[src/rtl/tile_rom_arbiter.sv]
// -----------------------------------------------------------------------------
// tile_rom_arbiter
//
// Round-robin scheduler that shares one fixed-latency synchronous ROM read port
// (tile/sprite bitmap ROM) between N_REQ drawing requesters in the VGA pixel
// pipeline. At most one ROM read is issued per clock. Each read is tagged with
// the requester id, and the tag travels down a fixed-length pipeline so that the
// returned word is steered back to its issuer with a one-hot valid. Every delay
// is fixed, so downstream stages can match it with their own delay lines.
//
// Ports
//   clk        : pixel clock, rising edge
//   rst        : asynchronous reset, active high
//   en         : 1 = new grants allowed; 0 = no new grants (in-flight reads finish)
//   req        : per-requester level request, held until granted
//   req_addr   : flat address bus, requester i at [i*ADDR_W +: ADDR_W]
//   gnt        : registered one-hot grant pulse (one cycle)
//   rom_en     : registered ROM read strobe
//   rom_addr   : registered ROM address (holds when idle)
//   rom_data   : ROM read data, valid LAT cycles after rom_en
//   resp_valid : registered one-hot response strobe
//   resp_data  : registered read data (holds when no response)
//   busy       : a read is being issued or is still in flight
// -----------------------------------------------------------------------------
module tile_rom_arbiter #(
   parameter int N_REQ  = 4,
   parameter int ADDR_W = 12,
   parameter int DATA_W = 12,
   parameter int LAT    = 2
) (
   input  logic                      clk,
   input  logic                      rst,
   input  logic                      en,
   input  logic [N_REQ-1:0]          req,
   input  logic [N_REQ*ADDR_W-1:0]   req_addr,
   output logic [N_REQ-1:0]          gnt,
   output logic                      rom_en,
   output logic [ADDR_W-1:0]         rom_addr,
   input  logic [DATA_W-1:0]         rom_data,
   output logic [N_REQ-1:0]          resp_valid,
   output logic [DATA_W-1:0]         resp_data,
   output logic                      busy
);

   localparam int ID_W = (N_REQ > 1) ? $clog2(N_REQ) : 1;

   // ---------------------------------------------------------------------
   // Unpack the flat address bus
   // ---------------------------------------------------------------------
   logic [ADDR_W-1:0] addr_arr [N_REQ];

   genvar gi;
   generate
      for (gi = 0; gi < N_REQ; gi++) begin : g_addr
         assign addr_arr[gi] = req_addr[gi*ADDR_W +: ADDR_W];
      end
   endgenerate

   // ---------------------------------------------------------------------
   // State
   // ---------------------------------------------------------------------
   logic [N_REQ-1:0]  gnt_q,        gnt_d;
   logic              rom_en_q,     rom_en_d;
   logic [ADDR_W-1:0] rom_addr_q,   rom_addr_d;
   logic [ID_W-1:0]   issue_id_q,   issue_id_d;
   logic [ID_W-1:0]   last_q,       last_d;
   logic [N_REQ-1:0]  resp_valid_q, resp_valid_d;
   logic [DATA_W-1:0] resp_data_q,  resp_data_d;

   // Tag pipeline: {valid, id} per stage. The issue register (rom_en_q /
   // issue_id_q) sits in front of stage 0, so stage LAT-1 holds the tag of the
   // read whose word is on rom_data during the same cycle.
   logic [LAT-1:0]    tag_v_q;
   logic [ID_W-1:0]   tag_id_q [LAT];

   // ---------------------------------------------------------------------
   // Round-robin search
   // ---------------------------------------------------------------------
   // The requester currently seeing gnt is masked: it is changing req/addr on
   // this very edge, so its inputs are not yet its next request.
   logic [N_REQ-1:0]  elig;
   logic              found;
   logic [ID_W-1:0]   win;
   logic [ID_W-1:0]   cand;

   always_comb begin
      elig  = req & ~gnt_q;
      found = 1'b0;
      win   = last_q;
      cand  = '0;
      // Search starts one past the last winner and wraps modulo N_REQ.
      for (int k = 1; k <= N_REQ; k++) begin
         cand = ID_W'((int'(last_q) + k) % N_REQ);
         if (!found && elig[cand]) begin
            found = 1'b1;
            win   = cand;
         end
      end
   end

   // ---------------------------------------------------------------------
   // Next state: issue and response
   // ---------------------------------------------------------------------
   always_comb begin
      gnt_d        = '0;
      rom_en_d     = 1'b0;
      rom_addr_d   = rom_addr_q;
      issue_id_d   = issue_id_q;
      last_d       = last_q;
      resp_valid_d = '0;
      resp_data_d  = resp_data_q;

      if (en && found) begin
         gnt_d[win] = 1'b1;
         rom_en_d   = 1'b1;
         rom_addr_d = addr_arr[win];
         issue_id_d = win;
         last_d     = win;
      end

      if (tag_v_q[LAT-1]) begin
         resp_valid_d[tag_id_q[LAT-1]] = 1'b1;
         resp_data_d                   = rom_data;
      end
   end

   always_ff @(posedge clk or posedge rst) begin
      if (rst) begin
         gnt_q        <= '0;
         rom_en_q     <= 1'b0;
         rom_addr_q   <= '0;
         issue_id_q   <= '0;
         last_q       <= ID_W'(N_REQ - 1);   // requester 0 wins first
         resp_valid_q <= '0;
         resp_data_q  <= '0;
      end else begin
         gnt_q        <= gnt_d;
         rom_en_q     <= rom_en_d;
         rom_addr_q   <= rom_addr_d;
         issue_id_q   <= issue_id_d;
         last_q       <= last_d;
         resp_valid_q <= resp_valid_d;
         resp_data_q  <= resp_data_d;
      end
   end

   // ---------------------------------------------------------------------
   // Tag pipeline: shifts every clock, never stalls. Reset discards any
   // in-flight reads.
   // ---------------------------------------------------------------------
   always_ff @(posedge clk or posedge rst) begin
      if (rst) begin
         tag_v_q <= '0;
         for (int s = 0; s < LAT; s++) begin
            tag_id_q[s] <= '0;
         end
      end else begin
         tag_v_q[0]  <= rom_en_q;
         tag_id_q[0] <= issue_id_q;
         for (int s = 1; s < LAT; s++) begin
            tag_v_q[s]  <= tag_v_q[s-1];
            tag_id_q[s] <= tag_id_q[s-1];
         end
      end
   end

   // ---------------------------------------------------------------------
   // Outputs
   // ---------------------------------------------------------------------
   assign gnt        = gnt_q;
   assign rom_en     = rom_en_q;
   assign rom_addr   = rom_addr_q;
   assign resp_valid = resp_valid_q;
   assign resp_data  = resp_data_q;
   assign busy       = rom_en_q | (|tag_v_q);

endmodule

[config.mk]
export PLATFORM = sky130hd
export DESIGN_NAME = tile_rom_arbiter
export DESIGN_NICKNAME = d
export VERILOG_FILES = /design/src/rtl/tile_rom_arbiter.sv
export SDC_FILE = /design/constraint.sdc
export NUM_CORES = 1
export LEC_CHECK = 0
export ABC_AREA = 1
export BUFFER_PORTS_ARGS = -buffer_cell sky130_fd_sc_hd__buf_2
export CAP_MARGIN = 10
export CELL_PAD_IN_SITES_DETAIL_PLACEMENT = 2
export CELL_PAD_IN_SITES_GLOBAL_PLACEMENT = 2
export CORE_UTILIZATION = 28
export CTS_CLUSTER_DIAMETER = 40
export DETAILED_ROUTE_END_ITERATION = 8
export HOLD_SLACK_MARGIN = 0.03
export PLACE_DENSITY = 0.89
export REMOVE_ABC_BUFFERS = 1
export SYNTH_ARGS = -nofsm -noshare
export SYNTH_HDL_FRONTEND = slang
export SYNTH_SLANG_ARGS = --single-unit
[constraint.sdc]
create_clock -name clk -period 4.6 [get_ports clk]
set_input_delay 0.69 -clock clk [delete_from_list [all_inputs] [get_ports clk]]
set_output_delay 0.69 -clock clk [all_outputs]
set_load 0.02 [all_outputs]
==> metrics.cfg <==
[detailed_routing]
wl_met2_microns = 4179
wirelength_microns = 7952
dr_total_vias = 2413
wire_per_inst_microns = 15.56
wl_met1_microns = 3330
drtPass1Iterations = 4
top_layer_used = met4
wl_met3_microns = 411
antenna_left = 0
avgViaCountPerCell = 4.722
first_iter_violations = 57
drc_errors = 0

[floorplan]
die_width_microns = 95.66
die-area_sq_mm = 0.009150
die_h_microns = 95.66
rows = 33
pin_count = 101
design.core.area_sq_mm = 0.008341
floorplan.initialDensity_pct = 29.45

[layout]
n_fill_cell = 999
layout.nets = 472
drive_gt1_share_pct = 34.98
diodes = 0
synthToLayoutAreaGrowth_pct = 27.41
fin_area_sq_mm = 0.003129

[timing]
finalSetupViolations = 0
fin_ws_ps = 2063
period_share_pct = 55.15
rsz0062_at_grt = false
hold_violations = 0
min_period_ps = 2537
tns_ps = 0
tightest_slew_ps = 902.8
skew_ps = 5.726
slew_headroom_pct = 39.73
slew_violations = 0
max_freq_mhz = 394.2

[synthesis]
syn_inst = 309
yosysTopAreaCell = dfrtp_1
yosysUniqueCellTypes = 27
synthesis.area_sq_mm = 0.002456
netlist.area_leader.share_pct = 41.77
synth_seq_cells = 43
synthTopCellsByArea = dfrtp_1 42%, nand2_1 15%, nand3_1 11%, inv_1 5.0%, nand2_4 3.2%
yosys_warnings = 0
avgSynthCellArea_sq_um = 7.949
ys_seq_area_share_pct = 43.91

[cts]
clock_sinks = 43
htree_num_levels = 2
path_clk_slew_ps = 80
root_buffer = clkbuf_8
clk_latency_ps = 290
postCtsHoldBufs = 0
cts_tree = built
ctsResizeCount = 0
cts_buffer_depth = 2
cts_buffers = 5
cts_setup_buffers = 0

[power]
ir_drop_mv = 0.2344
p_leak_uw = 0.001760
powerDensity_mw_per_mm2 = 835.1

[grt]
grt_max_degree = 44
first_global_vias = 2640
grt_pass1_wl_microns = 12780
antenna_found_initial = 0
grt-ovfl-total = 0
grt.total_usage_pct = 18.19

[placement]
place.gp.congestion = 0.8029
dp_slack_ps = 2023
place_hpwl_microns = 6105
place.port_buffers = 100
placed_cell_area_sq_mm = 0.002997

[critical_path]
start_kind = flop
endpoint_kind = flop
worstSetupPathType = reg2reg
crit_path_max_fanout = 11
required_ps = 4830
critPathArrivalTime_ps = 2770

[job]
drv_cap = 0

[worst_hold_path]
hp-class = reg2reg

[run_status]
run_status = completed

## power breakdown
group | internal [uW] | switching [uW]
clock | 217 | 129
combinational | 488 | 1110
sequential | 548 | 121
## worst max-delay path, cell delays in order (launching register included)
cell and delay, ps:
dfstp_2 740, nand3_2 180, nand2_1 150, nand2_2 80, nand2_4 110, nand4_1 430, nand2_1 440, or2_1 160
nand3_1 90, nand3_1 80
## registers in the layout, summed over array words and instances (netlist names)
name	flops
resp_valid	4
issue_id_q	2
rom_en	1
last_q	2
resp_data	12
tag_id_q	4
tag_v_q	2
gnt	4
rom_addr	12
## cell usage after synthesis, drive strengths merged
master / count
nand2: 114
nand3: 65
dfrtp: 41
inv: 38
or2: 14
buf: 9
nand4: 9
nor2: 5
nor3: 5
a21oi: 2
clkbuf: 2
dfstp: 2
o21ai: 2
or3: 1
## final timing paths
path                                  startpoint                        end  slack, ps  cells past startpoint
max reg2reg                last_q[0]$_DFFE_PP1P_   rom_addr[10]$_DFFE_PP0P_       2060                      9
max in group asynchronous                    rst    rom_addr[5]$_DFFE_PP0P_       3440                      2
min                        tag_id_q[3]$_DFF_PP0_      tag_id_q[1]$_DFF_PP0_        360                      0
max                        last_q[0]$_DFFE_PP1P_   rom_addr[10]$_DFFE_PP0P_       2060                      9
min reg2reg                tag_id_q[3]$_DFF_PP0_      tag_id_q[1]$_DFF_PP0_        360                      0
min in group asynchronous                    rst  resp_data[10]$_DFFE_PP0P_        590                      2
## cell type report
cell class	count	area, sq um	share of cell area [%]
Clock inverter	2	60.06	1.919
Tap cell	105	131.4	4.198
Timing Repair Buffer	100	500.5	15.99
Inverter	38	152.6	4.878
Multi-Input combinational cell	217	1134	36.23
Sequential cell	43	1079	34.47
Clock buffer	6	72.57	2.319
## routing by layer
layer | GRT usage [%] | vias to the layer above
met5 | 0 | -
met4 | 3.607 | 0
met3 | 2.632 | 4
met2 | 34.52 | 80
met1 | 21.55 | 1162
li1 | - | 1167
## through the flow
stage / power (uW) / utilization (%) / hold slack (ps) / cells
CTS: 2671 / 37.52 / 357.9 / 511
global placement: 2204 / 35.93 / 333.3 / 503
floorplan: 1790 / - / 331.2 / 298
detailed placement: 2310 / 35.93 / 338.1 / 503
global route: 2867 / 37.52 / 359.8 / 511
finish: 2613 / 37.52 / 355.8 / 511
## cells in the final DEF, fill, tap and decap left out
| cell | Yosys | routed |
|---|---|---|
| dfrtp_1 | 41 | 41 |
| inv_1 | 33 | 32 |
| nor3_1 | 5 | 5 |
| clkbuf_1 | 2 | 1 |
| nand2_1 | 98 | 98 |
| or3_1 | 1 | 1 |
| nor2_4 | 1 | 1 |
| o21ai_1 | 2 | 2 |
| inv_4 | 1 | 1 |
| clkbuf_8 | 0 | 5 |
| buf_2 | 1 | 100 |
| nand3_1 | 56 | 56 |
| nand3_2 | 6 | 6 |
| nor2_1 | 3 | 3 |
| nand2_2 | 8 | 8 |
| bufinv_16 | 0 | 2 |
| dfstp_2 | 2 | 2 |
| or2_0 | 6 | 6 |
| a21oi_1 | 2 | 2 |
| or2_1 | 8 | 8 |
| nand2_4 | 7 | 7 |
| inv_8 | 1 | 1 |
| nand2_8 | 1 | 1 |
| inv_2 | 3 | 4 |
| nor2_2 | 1 | 1 |
| nand4_1 | 9 | 9 |
| nand3_4 | 3 | 3 |
## cell families after synthesis
logic type | after synthesis | share of synthesized area [%]
buffers and inverters | 49 | 9.934
flip-flops | 43 | 43.91
AND/OR/NAND/NOR | 213 | 45.34
AO/OA/AOI/OAI | 4 | 0.8151
Note: power is estimated with default switching activity, not from simulation.
